==> src/rtl/keypad_pkg.sv <==
// keypad_pkg: FSM states, column-drive constants and key encoding for hex_keypad_scanner.
package keypad_pkg;
  typedef enum logic [1:0] {SCAN, DEBOUNCE, HELD, RELEASE} state_e;
  localparam logic [3:0] COL_RESET = 4'b1110;
  localparam logic [3:0] ROW_NONE = 4'hF;
  function automatic logic [3:0] col_drive(input logic [1:0] c);
    return ~(4'b0001 << c);
  endfunction
  // Lowest row index wins when several rows are low.
  function automatic logic [1:0] low_row(input logic [3:0] row);
    return !row[0] ? 2'd0 : !row[1] ? 2'd1 : !row[2] ? 2'd2 : 2'd3;
  endfunction
  function automatic logic [3:0] key_code(input logic [1:0] row, input logic [1:0] col);
    return {row, col};
  endfunction
endpackage

==> src/rtl/sync_2ff.sv <==
// sync_2ff: parameterized-width two-flop synchronizer with a selectable reset value.
module sync_2ff #(
  parameter int W = 4
) (
  input  logic         i_clk,
  input  logic         i_reset,
  input  logic [W-1:0] i_rst_val,
  input  logic [W-1:0] i_d,
  output logic [W-1:0] o_q
);
  logic [W-1:0] meta_q, sync_q;
  always_ff @(posedge i_clk) begin
    if (i_reset) begin
      meta_q <= i_rst_val;
      sync_q <= i_rst_val;
    end else begin
      meta_q <= i_d;
      sync_q <= meta_q;
    end
  end
  assign o_q = sync_q;
endmodule

==> src/rtl/hex_keypad_scanner.sv <==
// hex_keypad_scanner: 4x4 matrix keypad scanner with press/release debounce and hex key output.
// KEYPAD_ENTRY_SHIFT_EN builds the 32-bit entry shift register; otherwise o_entry is tied to zero.
module hex_keypad_scanner
  import keypad_pkg::*;
#(
  parameter int SCAN_DIV        = 16,
  parameter int DEBOUNCE_CYCLES = 16
) (
  input  logic        i_clk,
  input  logic        i_reset,
  input  logic [3:0]  i_row,
  output logic [3:0]  o_col,
  output logic [3:0]  o_key,
  output logic        o_key_valid,
  output logic        o_pressed,
  output logic [31:0] o_entry
);
  localparam int DW = $clog2(SCAN_DIV);
  localparam int BW = $clog2(DEBOUNCE_CYCLES);
  localparam logic [DW-1:0] DIV_LAST = DW'(SCAN_DIV - 1);
  localparam logic [BW-1:0] DEB_LAST = BW'(DEBOUNCE_CYCLES - 1);
  state_e state_q, state_d;
  logic [1:0] col_q, col_d, row_q, row_d;
  logic [DW-1:0] div_q, div_d;
  logic [BW-1:0] deb_q, deb_d;
  logic [3:0] col_drv_q, key_q, key_d, row_s;
  logic valid_q, valid_d, pressed_q, pressed_d, row_low;
  sync_2ff #(.W(4)) u_row_sync (
    .i_clk    (i_clk),
    .i_reset  (i_reset),
    .i_rst_val(ROW_NONE),
    .i_d      (i_row),
    .o_q      (row_s)
  );
  assign row_low = !row_s[row_q];
  always_comb begin
    state_d   = state_q;
    col_d     = col_q;
    row_d     = row_q;
    div_d     = div_q;
    deb_d     = deb_q;
    key_d     = key_q;
    valid_d   = 1'b0;
    pressed_d = pressed_q;
    unique case (state_q)
      SCAN: begin
        div_d = div_q + 1'b1;
        if (div_q == DIV_LAST) begin
          div_d = '0;
          if (row_s != ROW_NONE) begin
            row_d   = low_row(row_s);
            deb_d   = '0;
            state_d = DEBOUNCE;
          end else begin
            col_d = col_q + 1'b1;
          end
        end
      end
      DEBOUNCE: begin
        if (!row_low) begin
          state_d = SCAN;
          col_d   = col_q + 1'b1;
        end else if (deb_q == DEB_LAST) begin
          key_d     = key_code(row_q, col_q);
          valid_d   = 1'b1;
          pressed_d = 1'b1;
          state_d   = HELD;
        end else begin
          deb_d = deb_q + 1'b1;
        end
      end
      HELD: begin
        if (!row_low) begin
          deb_d   = '0;
          state_d = RELEASE;
        end
      end
      RELEASE: begin
        if (row_low) begin
          deb_d   = '0;
          state_d = HELD;
        end else if (deb_q == DEB_LAST) begin
          pressed_d = 1'b0;
          col_d     = '0;
          state_d   = SCAN;
        end else begin
          deb_d = deb_q + 1'b1;
        end
      end
      default: state_d = SCAN;
    endcase
  end
  always_ff @(posedge i_clk) begin
    if (i_reset) begin
      state_q   <= SCAN;
      col_q     <= '0;
      row_q     <= '0;
      div_q     <= '0;
      deb_q     <= '0;
      col_drv_q <= COL_RESET;
      key_q     <= '0;
      valid_q   <= 1'b0;
      pressed_q <= 1'b0;
    end else begin
      state_q   <= state_d;
      col_q     <= col_d;
      row_q     <= row_d;
      div_q     <= div_d;
      deb_q     <= deb_d;
      col_drv_q <= col_drive(col_d);
      key_q     <= key_d;
      valid_q   <= valid_d;
      pressed_q <= pressed_d;
    end
  end
`ifdef KEYPAD_ENTRY_SHIFT_EN
  logic [31:0] entry_q;
  always_ff @(posedge i_clk) begin
    if (i_reset) entry_q <= '0;
    else if (valid_d) entry_q <= {entry_q[27:0], key_d};
  end
  assign o_entry = entry_q;
`else
  assign o_entry = '0;
`endif
  assign o_col       = col_drv_q;
  assign o_key       = key_q;
  assign o_key_valid = valid_q;
  assign o_pressed   = pressed_q;
endmodule

==> config.mk <==
export PLATFORM = sky130hd
export DESIGN_NAME = hex_keypad_scanner
export DESIGN_NICKNAME = d
export VERILOG_FILES = /design/src/rtl/keypad_pkg.sv /design/src/rtl/sync_2ff.sv /design/src/rtl/hex_keypad_scanner.sv
export SDC_FILE = /design/constraint.sdc
export NUM_CORES = 1
export LEC_CHECK = 0
export BUFFER_PORTS_ARGS = -buffer_cell sky130_fd_sc_hd__buf_2
export CORE_MARGIN = 1
export CORE_UTILIZATION = 53
export CTS_BUF_LIST = sky130_fd_sc_hd__clkbuf_8
export DETAILED_ROUTE_END_ITERATION = 16
export GPL_TIMING_DRIVEN = 0
export PLACE_DENSITY = 0.77
export SYNTH_ARGS = -nofsm -noshare
export SYNTH_HDL_FRONTEND = slang
export SYNTH_HIERARCHICAL = 1
export SYNTH_SLANG_ARGS = --single-unit
==> constraint.sdc <==
create_clock -name i_clk -period 2.7 [get_ports i_clk]
set_input_delay 0.675 -clock i_clk [delete_from_list [all_inputs] [get_ports i_clk]]
set_output_delay 0.675 -clock i_clk [all_outputs]
set_load 0.1 [all_outputs]
==> metrics list <==
- Number of buffers inserted by hold repair at cts: 0
- Timing would allow up to 468 MHz.
* Count of max-cap constraint violations: 0
* Starting DRC count in detailed routing: 66
* Combinational family with the most area after synthesis: simple AND/OR/NAND/NOR gates
- For this design the static power due to leakage is 0.959 nW.
- Nature of the critical path endpoint: flop
- Antenna-violating nets left: 0
- Number of standard cells in the layout, taps in and fillers out: 283
* Cells after synthesis: 178
- Clk buf depth: 2
* Clk pin slew, worst setup/hold paths: 60 ps
* Die boundary height: 58.3 um
* CP startpoint: state_q[0]
* Final HPWL DP: 1.96 mm
- The run finished with clean final reports.
- Yosys reg bits: 32
- For this design the ratio of total power to cell area is 566 nW/um^2.
- Hold Vio Cnt, Final: 0
- Filler Cell Count: 260
- The library cells used most frequently in the layout, excluding fill and tap cells, are conb_1, dfxtp_1, buf_4.
* Total Nets Final: 246
- The share of total power dissipated in the clock network is 0.312.
- Measured against the total synthesized area, the mux share comes to 0.134.
* Avg Cell Area, Syn: 9.43 um^2
* Min-delay src: u_row_sync/meta_q[0]
- Post-Place Cells: 275
- Once the clock tree was built, the setup fixing pass inserted 0 buffers.
- Power Internal: 0.751 mW
- The startpoint identified for the worst register-to-register timing path is state_q[0].
* Via density per instance: 4.50
- Seq/Total Area, Yosys: 0.382
- Unrepaired setup endpoints after global routing: false
* Routability Congestion: 0.732
- The area growth from synthesis to layout is 21.6%.
* Yosys warning total: 6
- Post-synth design cell area: 1680 um^2
- CTS sink cnt: 32
- Along the worst path, the maximum fanout reaches 9.
- Initial antenna violation count: 0
- Of the total synthesized cell area, the portion taken by XOR and XNOR cells is 0.00522.
* Horiz. Die Dim: 58.3 um
* Count of vias placed by the detailed router: 1274
- I/O pin count: 48
- Share of flip-flops with an asynchronous set or reset: 0
- Compound-gate portion of the synthesized area: 0.109
* Maximum number of pins on one net before global-route repair: 11
- For this configuration, the core starts out at a cell density of 0.554.
- The clock reaches the later pin of the worst-skew pair after 280 ps.
* Global-route wire length before repair: 4.54 mm
* Flop pwr share: 0.432
- TritonCTS created 5 clock buffers.
- Worst vdd rail ir drop: 0.393 mV
* Number of distinct standard cells referenced by the synthesized netlist: 43
* Average routed wire per standard cell: 9.48 um
- Across every metal layer, demand over resource in global routing totals 0.177.
* Port bufs: 15
* NetSw: 0.404 mW
- Period minus WS final: 2140 ps
* Number of max-slew violations in the final report: 0
- The pre-antenna-repair detailed-routing pass consisted of 6 iterations.
- End-of-flow core utilization: 0.674
* Cell at the root of the clock tree: clkbuf_8
- At the worst endpoint, the arrival time is 2300 ps.
- The repair_antennas step left the layout with diodes totalling 0.
* Final total power: 1.16 mW
* Hold WC Path Type: flop to flop
- The number of global-route vias before repair was 1059.
- Core Region: 3030 um^2
- Dividing the final minimum period by the clock period gives 0.792.
- For this run, design rule violations remaining after detail routing come to 0.
- In the final timing run, aggregate negative setup slack is 0 ps.
* Finish-stage setup viols: 0
* WS Path Type: flop to flop
* Switching portion of total power: 0.350
- GRT Residual Overflow: 0
- Maximum clock skew at final layout: 6.31 ps
- Total Wirelength: 2.68 mm
- Number of enable flip-flop cells after synthesis: 0
- Row generation in the floorplan step produced 20 rows.
- Startpoint type of the worst setup path: flop
- The library cell used most frequently in the layout, excluding fill and tap cells, is conb_1.
* Data required time of the critical path: 2860 ps
- Share of synthesized cell area in and, or, nand and nor gates: 0.180
- Die Outline Area: 3390 um^2
* Comb power frac: 0.256
* Cells resized by post-CTS repair: 0
- Of the total synthesized cell area, the portion taken by full adders, half adders and majority gates is 0.0149.
- TritonCTS built the clock tree.
- Most instantiated flip-flop cell in the synthesis netlist: dfxtp_1
* Level count of the clock H-tree: 2
- Of the cells placed in the final design, the portion with a size suffix greater than 1 is 0.305.
==> sequential cells by signal (all words and copies together), names as in the netlist, 2 cells and up, named ones only <==
| signal | flops |
|---|---|
| o_key | 4 |
| row_q | 2 |
| deb_q | 4 |
| o_col | 4 |
| div_q | 4 |
| u_row_sync/meta_q | 4 |
| col_q | 2 |
| u_row_sync/o_q | 4 |
==> cell type report <==
cell class | instances | area, um^2 | area share
Multi-Input combinational cell | 144 | 895 | 0.438
Sequential cell | 32 | 641 | 0.314
Buffer | 37 | 274 | 0.134
Clock buffer | 6 | 82.6 | 0.0405
Timing Repair Buffer | 15 | 75.1 | 0.0368
Tap cell | 44 | 55.1 | 0.0270
Inverter | 3 | 11.3 | 0.00552
Clock inverter | 2 | 7.51 | 0.00368
==> synthesized netlist by cell type, types with 2 or more instances <==
cell type	number	share of area
nand3b_1	2	0.0089
or3_1	3	0.011
nand3_1	6	0.018
mux2_4	8	0.072
nand3_2	2	0.012
a21bo_2	2	0.012
nand2b_1	3	0.011
clkbuf_1	3	0.0067
buf_4	32	0.14
nor2_1	13	0.029
mux2_2	2	0.013
dfxtp_1	32	0.38
conb_1	2	0.0045
a211oi_1	4	0.018
and3_1	3	0.011
nand4_1	3	0.011
a21oi_1	8	0.024
o21ai_0	4	0.012
nand2_1	12	0.027
ha_1	2	0.015
mux2i_1	6	0.036
inv_1	3	0.0067
nor3_1	2	0.0060
buf_6	2	0.013
==> through the flow <==
stage / hold slack (ps) / setup slack [ps] / cell area, um^2
final: 455 / 561 / 2040
after global routing: 466 / 444 / 2040
after CTS: 456 / 590 / 2040
after detailed placement: 441 / 608 / 1950
after global placement: 438 / 613 / 1950
after floorplan: 437 / 782 / 1820
==> per-layer routing <==
layer / track usage / share of wire / up-vias
met2: 0.281 / 0.46 / 29
met4: 0.0510 / 0.014 / 0
li1: - / - / 670
met5: 0 / 0 / -
met1: 0.223 / 0.47 / 570
met3: 0.0692 / 0.055 / 5
==> path summary, 6_finish.rpt <==
check             depth (start not counted)                end  slack (ps)
setup / recovery                          6           o_col[1]         560
hold / removal                            1  u_row_sync/o_q[0]         450
setup reg to reg                          6           o_col[1]         560
hold reg to reg                           1  u_row_sync/o_q[0]         450
==> cells by family (layout without fill, tap and decap cells) <==
group / count (synthesis) / count (layout)
xor+xnor: 1 / 1
compound gates: 27 / 27
flops: 32 / 32
other cells: 2 / 40
mux: 17 / 17
buf+inv: 40 / 63
fa+ha+maj: 2 / 2
simple gates: 57 / 57
==> worst max-delay path: stages (launching register included) <==
cell and delay, ps:
dfxtp_1 300, clkbuf_1 190, or2_0 370, or3_1 380, nand2_1 120, mux2_2 370
or3_1 300
==> power groups by stage <==
stage,registers (mW),clock network [mW],logic [mW]
global placement,0.509,0,0.293
detailed placement,0.510,0,0.294
floorplan,0.517,0,0.272
CTS,0.500,0.373,0.294
global route,0.501,0.400,0.306
finish,0.500,0.360,0.296
Power figures use the tool's default switching activity.
